<file path="src/rtl/div_ctrl_pkg.sv">
// Shared definitions for the divider issue controller: state encodings and
// handshake level names used by div_ctrl and the divider it sequences.
package div_ctrl_pkg;

    typedef enum logic [1:0] {
        DC_IDLE  = 2'b00,
        DC_BUSY  = 2'b01,
        DC_DONE  = 2'b10,
        DC_DRAIN = 2'b11
    } dc_state_e;

    localparam logic RstEnable         = 1'b1;
    localparam logic DivStart          = 1'b1;
    localparam logic DivStop           = 1'b0;
    localparam logic DivResultReady    = 1'b1;
    localparam logic DivResultNotReady = 1'b0;

    // Cycles spent in DRAIN after an annul so the divider can return to free.
    localparam logic [1:0] DrainCycles = 2'd2;

    typedef struct packed {
        logic [31:0] hi;
        logic [31:0] lo;
    } hilo_t;

    // The divider packs its result as {remainder, quotient}.
    function automatic hilo_t split_result(input logic [63:0] r);
        hilo_t h;
        h.hi = r[63:32];
        h.lo = r[31:0];
        return h;
    endfunction

endpackage

</file>
<file path="src/rtl/div_ctrl_if.sv">
// Handshake bundle between div_ctrl (master) and the multi-cycle divider (slave).
interface div_ctrl_if;

    logic        div_start_o;
    logic        div_annul_o;
    logic        div_signed_o;
    logic [31:0] div_op1_o;
    logic [31:0] div_op2_o;
    logic [63:0] div_result_i;
    logic        div_ready_i;

    modport master (
        output div_start_o, div_annul_o, div_signed_o, div_op1_o, div_op2_o,
        input  div_result_i, div_ready_i
    );

    modport slave (
        input  div_start_o, div_annul_o, div_signed_o, div_op1_o, div_op2_o,
        output div_result_i, div_ready_i
    );

endinterface

</file>
<file path="src/rtl/div_ctrl.sv">
// EX-stage sequencer for the multi-cycle divider: latches operands, drives the
// start/annul handshake, stalls the pipe and returns HI/LO. DIV_ZERO_EXC_EN traps /0.
module div_ctrl
    import div_ctrl_pkg::*;
(
    input  logic        clk,
    input  logic        rst,
    input  logic        div_req_i,
    input  logic        div_signed_i,
    input  logic [31:0] reg1_i,
    input  logic [31:0] reg2_i,
    input  logic        flush_i,
    div_ctrl_if.master  dif,
    output logic        stallreq_o,
    output logic        whilo_o,
    output logic [31:0] hi_o,
    output logic [31:0] lo_o,
    output logic        excp_div0_o
);

    dc_state_e   state_q;
    logic [31:0] op1_q;
    logic [31:0] op2_q;
    logic        signed_q;
    logic [31:0] hi_q;
    logic [31:0] lo_q;
    logic [1:0]  drain_q;
    logic        div0_q;
    logic        div0_req;
    hilo_t       res;

    assign res = split_result(dif.div_result_i);

`ifdef DIV_ZERO_EXC_EN
    assign div0_req = (reg2_i == 32'd0);
`else
    assign div0_req = 1'b0;
`endif

    always_ff @(posedge clk) begin
        if (rst == RstEnable) begin
            state_q  <= DC_IDLE;
            op1_q    <= 32'd0;
            op2_q    <= 32'd0;
            signed_q <= 1'b0;
            hi_q     <= 32'd0;
            lo_q     <= 32'd0;
            drain_q  <= 2'd0;
            div0_q   <= 1'b0;
        end else begin
            case (state_q)
                DC_IDLE: begin
                    if (div_req_i && !flush_i) begin
                        if (div0_req) begin
                            div0_q  <= 1'b1;
                            state_q <= DC_DONE;
                        end else begin
                            op1_q    <= reg1_i;
                            op2_q    <= reg2_i;
                            signed_q <= div_signed_i;
                            div0_q   <= 1'b0;
                            state_q  <= DC_BUSY;
                        end
                    end
                end
                DC_BUSY: begin
                    // Flush has priority: a result arriving this cycle is dropped.
                    if (flush_i) begin
                        drain_q <= DrainCycles - 2'd1;
                        state_q <= DC_DRAIN;
                    end else if (dif.div_ready_i == DivResultReady) begin
                        hi_q    <= res.hi;
                        lo_q    <= res.lo;
                        state_q <= DC_DONE;
                    end
                end
                DC_DONE: begin
                    div0_q  <= 1'b0;
                    state_q <= DC_IDLE;
                end
                DC_DRAIN: begin
                    if (drain_q == 2'd0) begin
                        state_q <= DC_IDLE;
                    end else begin
                        drain_q <= drain_q - 2'd1;
                    end
                end
                default: state_q <= DC_IDLE;
            endcase
        end
    end

    // Start drops combinationally on flush so the annul cycle never restarts the divider.
    assign dif.div_start_o  = (state_q == DC_BUSY && !flush_i) ? DivStart : DivStop;
    assign dif.div_annul_o  = (state_q == DC_BUSY) && flush_i;
    assign dif.div_signed_o = signed_q;
    assign dif.div_op1_o    = op1_q;
    assign dif.div_op2_o    = op2_q;

    always_comb begin
        stallreq_o = 1'b0;
        case (state_q)
            DC_IDLE:  stallreq_o = div_req_i && !flush_i;
            DC_BUSY:  stallreq_o = 1'b1;
            DC_DONE:  stallreq_o = 1'b0;
            DC_DRAIN: stallreq_o = div_req_i;
            default:  stallreq_o = 1'b0;
        endcase
    end

    assign whilo_o = (state_q == DC_DONE) && !flush_i && !div0_q;
    assign hi_o    = hi_q;
    assign lo_o    = lo_q;

`ifdef DIV_ZERO_EXC_EN
    assign excp_div0_o = (state_q == DC_DONE) && div0_q;
`else
    assign excp_div0_o = 1'b0;
`endif

endmodule
</file>
<file path="src/flat_wrapper.sv">
// flat-port wrapper written by rule: the top's interface ports become plain ports
module div_ctrl_flat import div_ctrl_pkg::*;
  (clk, rst, div_req_i, div_signed_i, reg1_i, reg2_i, flush_i, stallreq_o, whilo_o, hi_o, lo_o, excp_div0_o, dif_div_start_o, dif_div_annul_o, dif_div_signed_o, dif_div_op1_o, dif_div_op2_o, dif_div_result_i, dif_div_ready_i);
  div_ctrl_if dif_i ();
  input  logic clk;
  input  logic rst;
  input  logic div_req_i;
  input  logic div_signed_i;
  input  logic [31:0] reg1_i;
  input  logic [31:0] reg2_i;
  input  logic flush_i;
  output logic stallreq_o;
  output logic whilo_o;
  output logic [31:0] hi_o;
  output logic [31:0] lo_o;
  output logic excp_div0_o;
  output wire logic [$bits(dif_i.div_start_o)-1:0] dif_div_start_o;
  output wire logic [$bits(dif_i.div_annul_o)-1:0] dif_div_annul_o;
  output wire logic [$bits(dif_i.div_signed_o)-1:0] dif_div_signed_o;
  output wire logic [$bits(dif_i.div_op1_o)-1:0] dif_div_op1_o;
  output wire logic [$bits(dif_i.div_op2_o)-1:0] dif_div_op2_o;
  input wire logic [$bits(dif_i.div_result_i)-1:0] dif_div_result_i;
  input wire logic [$bits(dif_i.div_ready_i)-1:0] dif_div_ready_i;
  assign dif_div_start_o = dif_i.div_start_o;
  assign dif_div_annul_o = dif_i.div_annul_o;
  assign dif_div_signed_o = dif_i.div_signed_o;
  assign dif_div_op1_o = dif_i.div_op1_o;
  assign dif_div_op2_o = dif_i.div_op2_o;
  assign dif_i.div_result_i = dif_div_result_i;
  assign dif_i.div_ready_i = dif_div_ready_i;
  div_ctrl u_core (.clk(clk), .rst(rst), .div_req_i(div_req_i), .div_signed_i(div_signed_i), .reg1_i(reg1_i), .reg2_i(reg2_i), .flush_i(flush_i), .dif(dif_i), .stallreq_o(stallreq_o), .whilo_o(whilo_o), .hi_o(hi_o), .lo_o(lo_o), .excp_div0_o(excp_div0_o));
endmodule
</file>
<file path="config.mk">
export PLATFORM = sky130hd
export DESIGN_NAME = div_ctrl_flat
export DESIGN_NICKNAME = d
export VERILOG_FILES = /design/src/rtl/div_ctrl_pkg.sv /design/src/rtl/div_ctrl_if.sv /design/src/rtl/div_ctrl.sv /design/src/flat_wrapper.sv
export SDC_FILE = /design/constraint.sdc
export NUM_CORES = 1
export LEC_CHECK = 0
export BUFFER_PORTS_ARGS = -buffer_cell sky130_fd_sc_hd__buf_2
export CORE_MARGIN = 3
export CORE_UTILIZATION = 47
export DETAILED_ROUTE_END_ITERATION = 7
export GPL_ROUTABILITY_DRIVEN = 1
export PLACE_DENSITY = 0.85
export SYNTH_ARGS = -nofsm -noshare
export SYNTH_HDL_FRONTEND = slang
export SYNTH_SLANG_ARGS = --single-unit
</file>
<file path="constraint.sdc">
create_clock -name clk -period 3.46 [get_ports clk]
set_input_delay 0.692 -clock clk [delete_from_list [all_inputs] [get_ports clk]]
set_output_delay 0.692 -clock clk [all_outputs]
set_load 0.01 [all_outputs]
</file>
Word-level counts from Yosys, hierarchy flattened
Cells that the tools add are included. Widths: inputs -> output; s select.

Input bits: 134. Bits in registers: 134.

Multiplexer cells: 12. Bitwise logic cells: 1. Reductions and logical operators: 16. Equal/unequal tests: 8. Add/subtract/negate cells: 1.

Operators by type and width (number): $mux 2 (6); $reduce_and 3->1 (3); $pmux 2 s4 (1); $logic_and 1x1->1 (5); $eq 2x2->1 const B (2); $logic_not 2->1 (2); $ne 2x1->1 const B (2); $ne 2x2->1 const B (2); $pmux 1 s4 (1); $pmux 2 s2 (1); $reduce_and 2->1 (2); $reduce_bool 2->1 (2); $ne 3x3->1 const B (1); $eq 2x1->1 const B (1); $logic_not 1->1 (2); $mux 1 (2); $pmux 1 s2 (1); $sub 2x1->2 const B (1); $not 1->1 (1).

Longest topological paths before layout
Depth after elaboration: 4. Mapped depth: 6. Gate-level depth less buffers: 5.

Least setup slack after synthesis
No wires, ideal clock.

Kind: input to output. Start point: input flush_i. End point: output dif_div_annul_o. Path buffers: 1. Required time: 2.768 ns. Stages on the path: 2. Path slack: 1.589 ns. Data arrival time: 1.179 ns. Path through: buf_2 -> nor3b_1.

Word-level cells in the longest chain between the ends: 1.

RTL lines: start: declaration (line flat_wrapper.sv:11) `input logic flush_i;`; $logic_and 1x1->1 (line div_ctrl.sv:95) `assign dif.div_annul_o = (state_q == DC_BUSY) && flush_i;`; end: declaration (line flat_wrapper.sv:18) `output wire logic [$bits(dif_i.div_annul_o)-1:0] dif_div_annul_o;`.

No other way between the ends.

Final worst setup path
Start point: register u_core.state_q[0]. End point: output dif_div_annul_o.

Word-level cells in the longest chain between the ends: 2.

RTL lines: start: declaration (line div_ctrl.sv:21) `dc_state_e state_q;`; start signal: assignment (line div_ctrl.sv:42) `state_q <= DC_IDLE;`; start signal: assignment (line div_ctrl.sv:56) `state_q <= DC_DONE;`; start signal: assignment (line div_ctrl.sv:62) `state_q <= DC_BUSY;`; $eq 2x1->1 (line div_ctrl.sv:95); $logic_and 1x1->1 (line div_ctrl.sv:95).

No other way between the ends.

==> Flow_metrics.wiki <==
{| class="wikitable"
! Metric !! Value
|-
| Run status || finished, final reports clean
|-
| Top-level port count || 268
|-
| Starting density of the core || 49.6%
|-
| Arrival time of the worst setup path || approximately 1.7 ns
|-
| Largest buffer count on any clock path || 2
|-
| DRC violations left || 0
|-
| Pins Over Slew Limit || 0
|-
| Insertion delay to the later sink of the worst-skew pair || 0.50 ns
|-
| Worst slew margin relative to its limit || 46.0%
|-
| Worst-case vdd ir drop || 0.000352 V
|-
| Final sum of negative setup slack || 0 ns
|-
| Core occupancy in the finished layout || between 60 and 70%
|-
| Horizontal die dimension || roughly 110 µm
|-
| Via count of the first global-routing pass || 4,455
|-
| Sw Pwr || 845 µW
|-
| Length of the first detailed-routing pass in iterations || 4
|-
| Setup Crit Path Kind || reg -> out
|-
| Required time at the endpoint of the critical path || 2.77 ns
|-
| Overall Global Routing Usage || 23.3%
|-
| Worst-Margin Slew || 0.810 ns
|-
| Gate count after technology mapping || approximately 600
|-
| Post-CTS repair timing setup buffer count || 0
|-
| Internal Pwr Total || 2.81 mW
|-
| First-pass GRT wire length || 21.2 mm
|-
| Crit path max fanout || 9
|-
| ANT nets after route || 0
|-
| Average via count per standard cell || 4.82
|-
| Number of buffers added on ports || 266
|-
| Element type at the critical path end || primary output
|-
| Mapped Area || approximately 4700 µm²
|-
| Worst-case clock skew || 0.00894 ns
|-
| Core Box Area || 9500 µm²
|-
| Seq/Total Area, Yosys || 56.5%
|-
| Depth of the CTS H-tree || 4
|-
| Unrepaired setup endpoints after global routing || false
|-
| Net switching share of the total power || a little under a quarter
|-
| Height of the chip || approximately 110 µm
|-
| CTS hold repair buffers || 0
|-
| Fraction of final layout cells sized beyond drive strength 1 || about 36%
|-
| Count of clock tree sinks || 133
|-
| FF+latch count, synth || ~130
|-
| Nets@finish || 973
|-
| Number of antenna violations at the first check in global routing || 0
|-
| Number of failing hold endpoints at the final stage || 0
|-
| Class of the worst hold path || in -> reg
|-
| Root Driver || sky130_fd_sc_hd__clkbuf_8
|-
| Routability cong. || 0.798
|-
| GRT overflow || 0
|-
| Synthesis Warnings || 0
|-
| Number of instances in the placed design || 948
|-
| Least setup slack across all paths after layout || 1.10 ns
|-
| Wire per inst || 13.8 µm
|-
| Portion of total power attributed to sequential cells || between 40% and 50%
|-
| Clock tree from TritonCTS || done
|-
| Post-CTS clock slew at the launch and capture registers of the worst setup and hold paths || approximately 0.060 ns
|-
| Clock group share of total power || approximately 47%
|-
| Pin count of the biggest net entering global routing || 80
|-
| Min Clock Period, post-route || between 2 and 2.5 ns
|-
| Layout Cells excl Fill || 978
|-
| Total nets after synthesis || 730
|-
| Number of instances resized during post-cts repair || 0
|-
| Total half-perimeter wirelength after legalization and detailed placement || 9.24 mm
|-
| Max-capacitance violation count || 0
|-
| Area delta synth->final || 40.5%
|-
| Power density over the cells || 552 nW/µm²
|-
| Average cell area after synthesis || 7.92 µm²
|-
| Number of design-rule violations left by the first detailed-router iteration || ~300
|-
| Count of different cell masters after synthesis || 25
|-
| Via Count || 4,717
|-
| Cell leakage power || 3.03 nW
|-
| Worst hold slack after final layout || 0.425 ns
|-
| Sum of routed wire length over all layers || 13.5 mm
|-
| Type of origin of the critical path || register
|-
| Max Fclk || 424 MHz
|-
| Period utilization || 68.2%
|-
| Die Footprint || 11,300 µm²
|-
| Count of final setup violators || 0
|-
| Number of buffers created by CTS || 17
|-
| Combinational fraction of design power || around 8.5%
|-
| Worst Setup Slack post-DPL || 1.32 ns
|-
| Placement Rows || 35
|-
| Diodes inserted || 0
|}
-- per-stage QoR --
stage                     instance area, µm²  power [mW]
after CTS                               6620        3.70
after global placement                  6050        1.95
after global routing                    6620        3.81
final                                   6620        3.65
after floorplan                         4710        1.80
after detailed placement                6050        1.95
-- logic make-up (layout without fill, tap and decap cells) --
| group | Yosys count | after routing | share of synthesized area [%] |
|---|---|---|---|
| other | 1 | 1 | 0.0796 |
| AOI/OAI and AO/OA | 138 | 138 | 14.9 |
| buffers and inverters | 50 | 304 | 5.44 |
| and+or+nand+nor | 272 | 272 | 22.8 |
| adders and majority gates | 1 | 1 | 0.265 |
| DFF | 133 | 133 | 56.5 |
-- final cells by class --
cell class / instances / area, µm²
clock buffers: 18 / 418
multi-input cells: 412 / 1820
fillers: 819 / 2880
well taps: 129 / 161
inverters: 4 / 15.0
repair buffers: 270 / 1390
clock inverters: 12 / 158
flip-flops and latches: 133 / 2660
-- metal layers --
layer  GRT usage [%]  wire length, µm  up-vias
met5               0                0        -
met4            10.5              340        0
met3            6.56              878       24
met2            40.4             6890      173
met1            26.5             5350     2114
li1                -                -     2406
-- Yosys cell counts --
| master | instances | area (µm²) |
|---|---|---|
| sky130_fd_sc_hd__nand2_1 | 260 | 976 |
| sky130_fd_sc_hd__buf_1 | 5 | 18.8 |
| sky130_fd_sc_hd__inv_1 | 4 | 15.0 |
| sky130_fd_sc_hd__a221oi_1 | 1 | 8.76 |
| sky130_fd_sc_hd__a2111oi_0 | 1 | 8.76 |
| sky130_fd_sc_hd__nor2b_1 | 1 | 6.26 |
| sky130_fd_sc_hd__ha_1 | 1 | 12.5 |
| sky130_fd_sc_hd__buf_2 | 10 | 50.1 |
| sky130_fd_sc_hd__a31oi_1 | 1 | 6.26 |
| sky130_fd_sc_hd__buf_6 | 4 | 45.0 |
| sky130_fd_sc_hd__clkbuf_1 | 20 | 75.1 |
| sky130_fd_sc_hd__dfxtp_1 | 133 | 2660 |
| sky130_fd_sc_hd__nor4bb_1 | 2 | 20.0 |
| sky130_fd_sc_hd__buf_4 | 7 | 52.6 |
| sky130_fd_sc_hd__a21oi_1 | 131 | 656 |
| sky130_fd_sc_hd__nor4b_1 | 1 | 8.76 |
| sky130_fd_sc_hd__nor3_1 | 2 | 10.0 |
| sky130_fd_sc_hd__or4b_4 | 1 | 13.8 |
| sky130_fd_sc_hd__o21ai_0 | 3 | 15.0 |
| sky130_fd_sc_hd__nand3b_1 | 1 | 7.51 |
| sky130_fd_sc_hd__nor2_1 | 1 | 3.75 |
| sky130_fd_sc_hd__nand4bb_1 | 1 | 11.3 |
| sky130_fd_sc_hd__conb_1 | 1 | 3.75 |
| sky130_fd_sc_hd__nor3b_1 | 2 | 15.0 |
| sky130_fd_sc_hd__a221o_1 | 1 | 10.0 |
-- cell usage in the layout (no fill, tap or decap) --
| master | n |
|---|---|
| sky130_fd_sc_hd__nor4bb_4 | 1 |
| sky130_fd_sc_hd__inv_1 | 4 |
| sky130_fd_sc_hd__buf_4 | 3 |
| sky130_fd_sc_hd__bufinv_16 | 3 |
| sky130_fd_sc_hd__a221o_1 | 1 |
| sky130_fd_sc_hd__ha_1 | 1 |
| sky130_fd_sc_hd__clkinv_4 | 3 |
| sky130_fd_sc_hd__a31oi_1 | 1 |
| sky130_fd_sc_hd__a221oi_1 | 1 |
| sky130_fd_sc_hd__clkbuf_8 | 1 |
| sky130_fd_sc_hd__o21ai_0 | 3 |
| sky130_fd_sc_hd__dfxtp_1 | 133 |
| sky130_fd_sc_hd__clkinvlp_4 | 3 |
| sky130_fd_sc_hd__nor3_1 | 2 |
| sky130_fd_sc_hd__clkinv_2 | 2 |
| sky130_fd_sc_hd__a2111oi_0 | 1 |
| sky130_fd_sc_hd__inv_6 | 1 |
| sky130_fd_sc_hd__nor2_1 | 1 |
| sky130_fd_sc_hd__nor2b_1 | 1 |
| sky130_fd_sc_hd__nor4bb_1 | 1 |
| sky130_fd_sc_hd__nand3b_1 | 1 |
| sky130_fd_sc_hd__clkbuf_16 | 16 |
| sky130_fd_sc_hd__nor4b_2 | 1 |
| sky130_fd_sc_hd__nor3b_1 | 2 |
| sky130_fd_sc_hd__buf_2 | 265 |
| sky130_fd_sc_hd__or4b_4 | 1 |
| sky130_fd_sc_hd__nand2_1 | 260 |
| sky130_fd_sc_hd__clkbuf_1 | 1 |
| sky130_fd_sc_hd__buf_12 | 2 |
| sky130_fd_sc_hd__conb_1 | 1 |
| sky130_fd_sc_hd__nand4bb_2 | 1 |
| sky130_fd_sc_hd__a21oi_1 | 131 |
-- power groups by stage --
stage / Combinational, mW / Clock, mW / Sequential (mW)
final: 0.309 / 1.73 / 1.61
after global routing: 0.343 / 1.85 / 1.62
after CTS: 0.311 / 1.77 / 1.61
after detailed placement: 0.309 / 0 / 1.64
after global placement: 0.305 / 0 / 1.64
after floorplan: 0.136 / 0 / 1.67
-- critical path, stage by stage (launching register included) --
cell	delay (ns)
sky130_fd_sc_hd__dfxtp_1	0.51
sky130_fd_sc_hd__inv_1	0.17
sky130_fd_sc_hd__nor3b_1	0.30
sky130_fd_sc_hd__buf_2	0.19
-- registers in the layout, summed over array words and instances (netlist names) --
name,cells
u_core.dif.div_signed_o,1
u_core.lo_o,32
u_core.dif.div_op1_o,32
u_core.hi_o,32
u_core.drain_q,2
u_core.dif.div_op2_o,32
u_core.state_q,2
-- final timing paths --
kind                                  start                                    to  slack, ns  depth (start not counted)
max          u_core.state_q[0]$_SDFFE_PP0P_                       dif_div_annul_o       1.10                          3
min                            div_signed_i  u_core.dif.div_signed_o$_SDFFE_PP0P_       0.42                          3
max reg2reg  u_core.state_q[1]$_SDFFE_PP0P_  u_core.dif.div_op1_o[4]$_SDFFE_PP0P_       1.59                          4
min reg2reg    u_core.hi_o[23]$_SDFFE_PP0P_          u_core.hi_o[23]$_SDFFE_PP0P_       0.45                          2
Power figures use the tool's default switching activity.
